==> config.mk <==
export PLATFORM = sky130hd
export DESIGN_NAME = imem_loader
export DESIGN_NICKNAME = d
export VERILOG_FILES = /design/src/rtl/imem_loader_pkg.sv /design/src/rtl/imem_loader.sv
export SDC_FILE = /design/constraint.sdc
export NUM_CORES = 1
export LEC_CHECK = 0
export ABC_AREA = 1
export CAP_MARGIN = 20
export CORE_ASPECT_RATIO = 0.9
export CORE_UTILIZATION = 46
export CTS_CLUSTER_SIZE = 24
export DETAILED_ROUTE_END_ITERATION = 10
export PLACE_DENSITY = 0.86
export SLEW_MARGIN = 10
export SYNTH_ARGS = -nofsm -noshare
export SYNTH_HDL_FRONTEND = slang
export SYNTH_SLANG_ARGS = --single-unit
==> constraint.sdc <==
create_clock -name clk -period 1.3 [get_ports clk]
set_clock_uncertainty 0.05 [all_clocks]
set_input_delay 0.13 -clock clk [delete_from_list [all_inputs] [get_ports clk]]
set_output_delay 0.13 -clock clk [all_outputs]
set_load 0.05 [all_outputs]
==> src/rtl/imem_loader_pkg.sv <==
// rtl/imem_loader_pkg.sv - shared loader state type and instruction-memory constants
package imem_loader_pkg;

  typedef enum logic [2:0] {
    ST_IDLE,
    ST_COUNT,
    ST_DATA,
    ST_CHECK,
    ST_DONE,
    ST_ERROR
  } loader_state_e;

  localparam logic [7:0] SYNC_BYTE_DEFAULT = 8'hA5;
  localparam int         IMEM_DEPTH        = 32;

endpackage

==> src/rtl/imem_loader.sv <==
// rtl/imem_loader.sv - framed byte-stream writer for the core's instruction memory
// Optional trailing XOR checksum byte when IMEM_LOADER_CHKSUM_EN is defined.
module imem_loader
  import imem_loader_pkg::*;
#(
  parameter int         DEPTH     = IMEM_DEPTH,
  parameter logic [7:0] SYNC_BYTE = SYNC_BYTE_DEFAULT
) (
  input  logic        clk,
  input  logic        reset_n,
  input  logic [7:0]  rx_data,
  input  logic        rx_valid,
  output logic        rx_ready,
  input  logic        restart,
  output logic        imem_we,
  output logic [31:0] imem_waddr,
  output logic [31:0] imem_wdata,
  output logic        core_hold,
  output logic        done,
  output logic        error
);

  localparam int         IDX_W     = $clog2(DEPTH) + 1;
  localparam logic [8:0] DEPTH_LIM = 9'(DEPTH);

  loader_state_e    state_q, state_d;
  logic [IDX_W-1:0] count_q, count_d;
  logic [IDX_W-1:0] idx_q, idx_d;
  logic [1:0]       lane_q, lane_d;
  logic [23:0]      asm_q, asm_d;
  logic             we_q, we_d;
  logic [31:0]      waddr_q, waddr_d;
  logic [31:0]      wdata_q, wdata_d;
`ifdef IMEM_LOADER_CHKSUM_EN
  logic [7:0]       xor_q, xor_d;
`endif

  always_comb begin
    state_d  = state_q;
    count_d  = count_q;
    idx_d    = idx_q;
    lane_d   = lane_q;
    asm_d    = asm_q;
    we_d     = 1'b0;
    waddr_d  = waddr_q;
    wdata_d  = wdata_q;
    rx_ready = 1'b0;
`ifdef IMEM_LOADER_CHKSUM_EN
    xor_d    = xor_q;
`endif
    case (state_q)
      ST_IDLE: begin
        rx_ready = 1'b1;
        if (rx_valid && rx_data == SYNC_BYTE) state_d = ST_COUNT;
      end
      ST_COUNT: begin
        rx_ready = 1'b1;
        if (rx_valid) begin
          if (rx_data == 8'd0 || {1'b0, rx_data} > DEPTH_LIM) begin
            state_d = ST_ERROR;
          end else begin
            count_d = IDX_W'(rx_data);
            idx_d   = '0;
            lane_d  = '0;
`ifdef IMEM_LOADER_CHKSUM_EN
            xor_d   = '0;
`endif
            state_d = ST_DATA;
          end
        end
      end
      ST_DATA: begin
`ifndef IMEM_LOADER_CHKSUM_EN
        // idx == count only during the final word's write cycle
        if (idx_q == count_q) begin
          state_d = ST_DONE;
        end else
`endif
        begin
          rx_ready = 1'b1;
          if (rx_valid) begin
`ifdef IMEM_LOADER_CHKSUM_EN
            xor_d = xor_q ^ rx_data;
`endif
            lane_d = lane_q + 2'd1;
            case (lane_q)
              2'd0:    asm_d[7:0]   = rx_data;
              2'd1:    asm_d[15:8]  = rx_data;
              2'd2:    asm_d[23:16] = rx_data;
              default: begin
                we_d    = 1'b1;
                wdata_d = {rx_data, asm_q};
                waddr_d = 32'({idx_q, 2'b00});
                idx_d   = idx_q + IDX_W'(1);
`ifdef IMEM_LOADER_CHKSUM_EN
                if (idx_q == count_q - IDX_W'(1)) state_d = ST_CHECK;
`endif
              end
            endcase
          end
        end
      end
      ST_CHECK: begin
`ifdef IMEM_LOADER_CHKSUM_EN
        rx_ready = 1'b1;
        if (rx_valid) state_d = (rx_data == xor_q) ? ST_DONE : ST_ERROR;
`else
        state_d = ST_IDLE;
`endif
      end
      ST_DONE, ST_ERROR: begin
        if (restart) begin
          state_d = ST_IDLE;
`ifdef IMEM_LOADER_CHKSUM_EN
          xor_d   = '0;
`endif
        end
      end
      default: state_d = ST_IDLE;
    endcase
  end

  always_ff @(posedge clk or negedge reset_n) begin
    if (!reset_n) begin
      state_q <= ST_IDLE;
      count_q <= '0;
      idx_q   <= '0;
      lane_q  <= '0;
      asm_q   <= '0;
      we_q    <= 1'b0;
      waddr_q <= '0;
      wdata_q <= '0;
`ifdef IMEM_LOADER_CHKSUM_EN
      xor_q   <= '0;
`endif
    end else begin
      state_q <= state_d;
      count_q <= count_d;
      idx_q   <= idx_d;
      lane_q  <= lane_d;
      asm_q   <= asm_d;
      we_q    <= we_d;
      waddr_q <= waddr_d;
      wdata_q <= wdata_d;
`ifdef IMEM_LOADER_CHKSUM_EN
      xor_q   <= xor_d;
`endif
    end
  end

  assign imem_we    = we_q;
  assign imem_waddr = waddr_q;
  assign imem_wdata = wdata_q;
  assign done       = (state_q == ST_DONE);
  assign error      = (state_q == ST_ERROR);
  assign core_hold  = (state_q != ST_DONE);

endmodule

* After elaboration in Yosys (flattened, before gate mapping) *
Cells that the tools add are included.
W data, S select, Z words.

cells by class
  shifts and indexed selects = 0
  reductions and logical operators = 17
  bitwise gates (word level) = 3
  divide/modulo/power cells = 0
  muxes and demuxes = 23
  add/sub/neg operators = 2
  eq/ne operators = 17
  $mul = 0
  magnitude comparators = 1

operators with widths
  operator               number
  $mux W6                5
  $reduce_and A4 Y1      5
  $ne A2 B2 Y1 const B   8
  $mux W3                5
  $pmux W3 S4            1
  $pmux W6 S2            1
  $eq A8 B8 Y1 const B   1
  $gt A8 B6 Y1 const B   1
  $logic_not A8 Y1       1
  $mux W2                4
  $add A6 B1 Y6 const B  1
  $eq A3 B3 Y1 const B   2
  $eq A6 B6 Y1           1
  $reduce_and A6 Y1      1
  $mux W1                5
  $reduce_and A5 Y1      1
  $pmux W2 S2            1
  $reduce_or A2 Y1       2
  $eq A3 B1 Y1 const B   1
  $eq A3 B2 Y1 const B   1
  $logic_not A3 Y1       1
  $ne A3 B3 Y1 const B   1
  $not A1 Y1             3
  $reduce_and A3 Y1      1
  other kinds (9)        9

word-level totals
  RAM bits = 0
  input port bits = 12
  memories = 0
  bits in latches = 0
  bits in read-only memories = 0
  logic and storage cells = 73
  register bits after elaboration = 80

* Logic depth before layout (Yosys ltp) *
Gate-level depths: netlist of run 1.

  depth after elaboration = 6
  depth in mapped cells = 11

* Least setup slack after synthesis of run 1 *
Ideal clock, no wire load.

  kind = register to output
  start = reg state_q[1]
  end = out core_hold
  setup slack = -0.570 ns
  path buffers = 0
  cell stages (with the launch flop) = 5
  data arrival time = 1.690 ns
  path through = dfrtp_1 -> inv_1 -> nand2_1 -> nor2_1 -> inv_1

between the ends
  word-level cells in the longest chain between the ends = 1

RTL lines
  element                   RTL line            RTL
  start: declaration        imem_loader.sv:26   loader_state_e state_q, state_d;
  start signal: assignment  imem_loader.sv:137  state_q <= state_d;
  $ne A3 B3 Y1              imem_loader.sv:156  assign core_hold = (state_q != ST_DONE);
  end: declaration          imem_loader.sv:18   output logic core_hold,

No other way between the ends.

* Worst setup path after layout of run 1 *
  start = reg idx_q[5]
  end = out rx_ready

between the ends
  word-level cells in the longest chain between the ends = 3

RTL lines
  element                   RTL line            RTL
  start: declaration        imem_loader.sv:28   logic [IDX_W-1:0] idx_q, idx_d;
  start signal: assignment  imem_loader.sv:139  idx_q <= idx_d;
  $eq A6 B6 Y1              imem_loader.sv:75   if (idx_q == count_q) begin
  $mux W1                   imem_loader.sv:75
  $pmux W1 S2               imem_loader.sv:51   case (state_q)
  end: declaration          imem_loader.sv:13   output logic rx_ready,

No other way between the ends.

==> results of run 1 <==
[path summary, 6_finish.rpt]
kind	slack, ns	endpoint	from	cells past startpoint
worst min-delay path	0.17	state_q[0]$_DFFE_PN0P_	reset_n	2
worst max-delay path	-0.61	rx_ready	idx_q[5]$_DFFE_PN0P_	8
max in group asynchronous	0.56	imem_wdata[6]$_DFFE_PN0P_	reset_n	3
min in group clk	0.39	state_q[2]$_DFFE_PN0P_	restart	3
worst max register to register	-0.57	asm_q[18]$_DFFE_PN0P_	idx_q[5]$_DFFE_PN0P_	11
worst min register to register	0.43	imem_wdata[3]$_DFFE_PN0P_	asm_q[3]$_DFFE_PN0P_	2
[critical path: cells and delay by family, from the launching register on]
family	cells	cell delay, ns
simple gates	5	0.67
compound gates	1	0.07
flops	1	0.43
buf+inv	2	0.20
[metal layers]
| metal | up-vias | share of wire | global-route usage | wire [um] |
|---|---|---|---|---|
| li1 | 1546 | - | - | - |
| met1 | 1658 | 0.38 | 0.303 | 4190 |
| met2 | 149 | 0.50 | 0.457 | 5520 |
| met3 | 52 | 0.060 | 0.0490 | 667 |
| met4 | 0 | 0.064 | 0.175 | 713 |
| met5 | - | 0 | 0 | 0 |
[power breakdown]
part	leakage [nW]	internal [mW]	switching (mW)
Sequential	1.11	2.73	0.214
Clock	0.0929	0.895	0.944
Combinational	1.66	1.06	1.51
Total	2.86	4.68	2.66
[flip-flops by register name (all words and copies together) (netlist names)]
signal and count:
imem_wdata 32, state_q 3, idx_q 6, imem_waddr 6
imem_we 1, lane_q 2, asm_q 24, count_q 6
[layout make-up]
type	instances	area, sq um
inverter	36	163
timing repair buffer	114	1620
fill	482	2220
tap	99	124
clock inverter	6	67.6
multi-input combinational	306	1740
sequential	80	2000
clock buffer	10	128
[repair_timing]
action | 4_1_cts | 5_1_grt
setup buffers | 7 | 1
endpoints found under the hold margin | 80 | 0
pin swaps | 10 | 5
cloned | 5 | 1
endpoints found under the setup margin | 84 | 84
hold buffers | 1 | 0
resized for setup | 63 | 20
[logic make-up after synthesis]
logic type	count (synthesis)	synth area share
adders and majority gates	5	0.0163
buffers and inverters	73	0.122
DFF	80	0.521
AOI/OAI and AO/OA	52	0.0830
and+or+nand+nor	220	0.257
other	1	0.000976
[stage by stage]
step	TNS [ns]	hold WS (ns)	power (mW)	instances
after floorplan	-8.08	-0.216	4.12	456
after global placement	-16.94	-0.00156	4.72	620
after detailed placement	-24.90	0.00384	4.82	620
after CTS	-25.36	0.162	7.13	649
after global routing	-44.00	0.198	7.64	651
final	-40.83	0.165	7.35	651
[placed cells by master (no fill, tap or decap), types with 3 or more instances in the layout]
master	n
o21ai_2	21
inv_2	11
inv_1	21
a21oi_1	3
nor2_4	4
dfrtp_1	80
clkbuf_8	9
o21ai_1	22
nand4_1	9
nor3_1	3
nand3_1	5
buf_6	11
ha_1	5
nand2_2	30
o21ai_0	4
nand2_1	136
nor2_1	12
nand3_4	11
clkdlybuf4s50_1	10
buf_4	37
buf_12	50
nand2_4	6
conb_1	26
[cells in the mapped netlist]
cell type  count
buf_6          3
nand2_1      166
nor2_1        16
o21ai_2       15
o21a_1         1
nor3_2         1
nand3_1        8
dfrtp_1       80
conb_1         1
buf_8          5
a21oi_1        3
nand2_2        5
nand4_1        9
nand3_4        4
buf_2          2
inv_6          2
or2_1          1
buf_4         27
o21ai_0       17
nand3_2        2
nor2_2         1
inv_1         25
ha_1           5
nand2_4        2
clkinv_2       1
or2_2          1
o21ai_1       16
nor3_1         3
inv_2          8
nor2_8         1
==> impl_metrics.tcl, run 1 <==
set metrics [dict create \
    grt_pass1_wl_mm 17.1 \
    dr.pass1.iters 7 \
    yosysWarnings 0 \
    critPathLaunchType "register" \
    place_hpwl_mm 6.81 \
    place.gp.congestion 0.890 \
    worstPathMaxFanout 3 \
    port_buffers 54 \
    p_leak_nw 2.86 \
    vias 3405 \
    required_ns 1.12 \
    path_clk_slew_ns 0.08 \
    core_area_sq_um 8070 \
    viasPerCell 5.23 \
    ant_nets 0 \
    utilization 0.724 \
    cts_tree "built" \
    wire_per_inst_um 17.0 \
    max_stage_delay_ns 0.43 \
    worst_slack_ns -0.615 \
    drive_gt1_frac 0.384 \
    power_density_nw_per_um2 1260 \
    postSynthAreaPerCell_sq_um 8.92 \
    max_cap_violations 0 \
    grt_antenna_before_repair 0 \
    dieHeight_um 88.7 \
    finalSetupViolCount 84 \
    clock_path_buffers 2 \
    dieArea_sq_um 8720 \
    slew_violations 0 \
    htreeDepth 3 \
    holdCritPathClass "in -> async" \
    synth_top_area_share 0.521 \
    synth_area_leaders "dfrtp_1 52%, nand2_1 16%, buf_4 5.3%" \
    fmax_ghz 0.522 \
    place_ws_ns -0.470 \
    routed_wl_mm 11.1 \
    peakVddDrop_v 0.00114 \
    synth-seq-area-share 0.521 \
    cts_buffers 9 \
    cp-end-kind "primary output" \
    grt_pass1_vias 3415 \
    grt_overflow 0 \
    fin_crit_sh 1.47 \
    root_buffer "clkbuf_8" \
    nets 564 \
    area_growth_pct 52.1 \
    finalCriticalPeriod_ns 1.91 \
    arrival_ns 1.73 \
    status "finished with violations" \
    grt_usage 0.263 \
    insertion_delay_ns 0.36 \
    yosysUniqueCellTypes 30 \
    rsz0062_at_grt "yes" \
    worst_path_max_delay_cell "dfrtp_1" \
    drt-initial-drc-count 274 \
    place_area_sq_um 5180 \
    crit_type "reg -> out" \
    design_area_sq_um 5840 \
    crit_chain "inv_2 -> nand2_1 -> nand2_1 -> nor2_2 -> nand3_4 -> nand2_4 -> o21ai_4 -> buf_12" \
    cpMostUsedCell "nand2_1" \
    antenna_cells 0 \
    synth_seq_cells 80 \
    die_width_um 98.3 \
    fp-row-count 31 \
    final_hold_viol_count 0 \
    start_util 0.476 \
    cts.sinks 80 \
    syn_area_sq_um 3840 \
    violations "DRC, setup timing" \
    syn_inst 431 \
    ios 81 \
    drc_errors 4 \
    yosys.area.top_type "dfrtp_1" \
    grt_max_degree 27 \
]
Power figures use the tool's default switching activity.
==> run 2, diff against run 1 <==
--- a/config.mk
+++ b/config.mk
@@ -11,7 +11,8 @@
 export CORE_UTILIZATION = 46
 export CTS_CLUSTER_SIZE = 24
 export DETAILED_ROUTE_END_ITERATION = 10
-export PLACE_DENSITY = 0.86
+export PLACE_DENSITY = 0.76
+export RECOVER_POWER = 100
 export SLEW_MARGIN = 10
 export SYNTH_ARGS = -nofsm -noshare
 export SYNTH_HDL_FRONTEND = slang
==> impl_metrics.tcl, run 2 (synthesized netlist as in run 1, its figures left out) <==
set metrics [dict create \
    r2r-end "asm_q[15]$_DFFE_PN0P_" \
    grt_max_degree 33 \
    die_width_um 98.3 \
    rsz0062_at_grt "yes" \
    path_clk_slew_ns 0.10 \
    grt_pass1_wl_mm 16.5 \
    power_density_nw_per_um2 1390 \
    drt-initial-drc-count 294 \
    grt_pass1_vias 3376 \
    mostFrequentLayoutCells "132 x nand2_1, 79 x dfrtp_1, 47 x buf_4" \
    vias 3471 \
    place_area_sq_um 5200 \
    place.gp.congestion 0.885 \
    status "finished with violations" \
    worst_slack_ns -0.508 \
    port_buffers 54 \
    p_leak_nw 2.79 \
    area_growth_pct 39.7 \
    finalSetupTns_ns -32.08 \
    crit_type "reg -> out" \
    ios 81 \
    dieHeight_um 88.7 \
    grt_overflow 0 \
    max_cap_violations 0 \
    regToRegStartpoint "count_q[1]$_DFFE_PN0P_" \
    nets 574 \
    dieArea_sq_um 8720 \
    p_total_mw 7.46 \
    drc_errors 5 \
    fp-row-count 31 \
    violations "DRC, setup timing" \
    grt_antenna_before_repair 0 \
    holdCritPathClass "in -> async" \
    worst-slew-pin-transition_ns 0.794 \
    insertion_delay_ns 0.36 \
    critPathLaunchType "register" \
    root_buffer "clkbuf_8" \
    finalCriticalPeriod_ns 1.81 \
    finalSetupViolCount 84 \
    max_slew_margin 0.471 \
    wire_per_inst_um 16.7 \
    reg2regPathDepth 11 \
    dr.pass1.iters 8 \
    whs_ns 0.321 \
    final_hold_viol_count 0 \
    arrival_ns 1.63 \
    clock_path_buffers 2 \
    grt_usage 0.251 \
    design_area_sq_um 5370 \
    viasPerCell 5.25 \
    antenna_cells 0 \
    cts.sinks 80 \
    worstPathMaxFanout 3 \
    required_ns 1.12 \
    routed_wl_mm 11.1 \
    htreeDepth 3 \
    final_common_cell "nand2_1" \
    fmax_ghz 0.553 \
    core_area_sq_um 8070 \
    start_util 0.476 \
    cts_buffers 9 \
    cp-end-kind "primary output" \
    drive_gt1_frac 0.400 \
    ant_nets 0 \
    r2r_slack_ns -0.48 \
    largest_register_ffs 32 \
    cts_tree "built" \
    place_hpwl_mm 6.50 \
    peakVddDrop_v 0.000924 \
    slew_violations 0 \
    place_ws_ns -0.439 \
    fin_crit_sh 1.39 \
]
-- run 2: worst max path at each step --
stage	startpoint	to	slack [ns]	depth (start not counted)
2_1_floorplan	idx_q[2]$_DFFE_PN0P_	imem_wdata[31]$_DFFE_PN0P_	-0.16	11
3_3_place_gp	rx_data[5]	idx_q[1]$_DFFE_PN0P_	-0.32	10
3_5_place_dp	rx_data[7]	idx_q[0]$_DFFE_PN0P_	-0.44	10
4_1_cts	idx_q[2]$_DFFE_PN0P_	rx_ready	-0.44	8
5_1_grt	count_q[1]$_DFFE_PN0P_	asm_q[15]$_DFFE_PN0P_	-0.58	11
6_report	count_q[1]$_DFFE_PN0P_	rx_ready	-0.51	8
-- run 2: metrics by stage --
stage | utilization | cells
after floorplan | - | 456
after global placement | 0.645 | 621
after detailed placement | 0.645 | 621
after CTS | 0.706 | 651
after global routing | 0.665 | 661
final | 0.665 | 661
-- run 2: power by group --
group / internal [mW] / total [mW] / switching, mW / leakage, nW
Clock: 0.924 / 1.96 / 1.03 / 0.103
Combinational: 1.08 / 2.56 / 1.48 / 1.58
Sequential: 2.73 / 2.94 / 0.213 / 1.10
Total: 4.73 / 7.46 / 2.72 / 2.79
-- run 2: final cells by class --
| type | instances | area [sq um] |
|---|---|---|
| Multi-Input combinational cell | 306 | 1770 |
| Fill cell | 586 | 2700 |
| Sequential cell | 80 | 2000 |
| Inverter | 36 | 155 |
| Clock buffer | 9 | 124 |
| Tap cell | 99 | 124 |
| Clock inverter | 7 | 83.8 |
| Timing Repair Buffer | 124 | 1100 |
-- run 2: worst max-delay path: stages (launching register included) --
cell	delay, ns
dfrtp_1	0.41
inv_1	0.08
nand2_1	0.06
nand2_1	0.09
nor2_2	0.16
nand3_2	0.14
nand2_4	0.12
o21ai_4	0.07
buf_12	0.14
-- run 2: timing repair --
| action | CTS | global route |
|---|---|---|
| endpoints found under the setup margin | 84 | 84 |
| hold buffers | 1 | 0 |
| gates resized for setup | 45 | 42 |
| pin swaps | 9 | 3 |
| cloned | 4 | 3 |
| hold endpoints to repair | 30 | 0 |
| buffers inserted | 9 | 7 |
-- run 2: layer usage --
metal,vias up,share of wire,global-route usage
met5,-,0,0
met4,0,0.042,0.104
met3,45,0.074,0.0545
met2,176,0.50,0.453
met1,1677,0.38,0.295
li1,1573,-,-
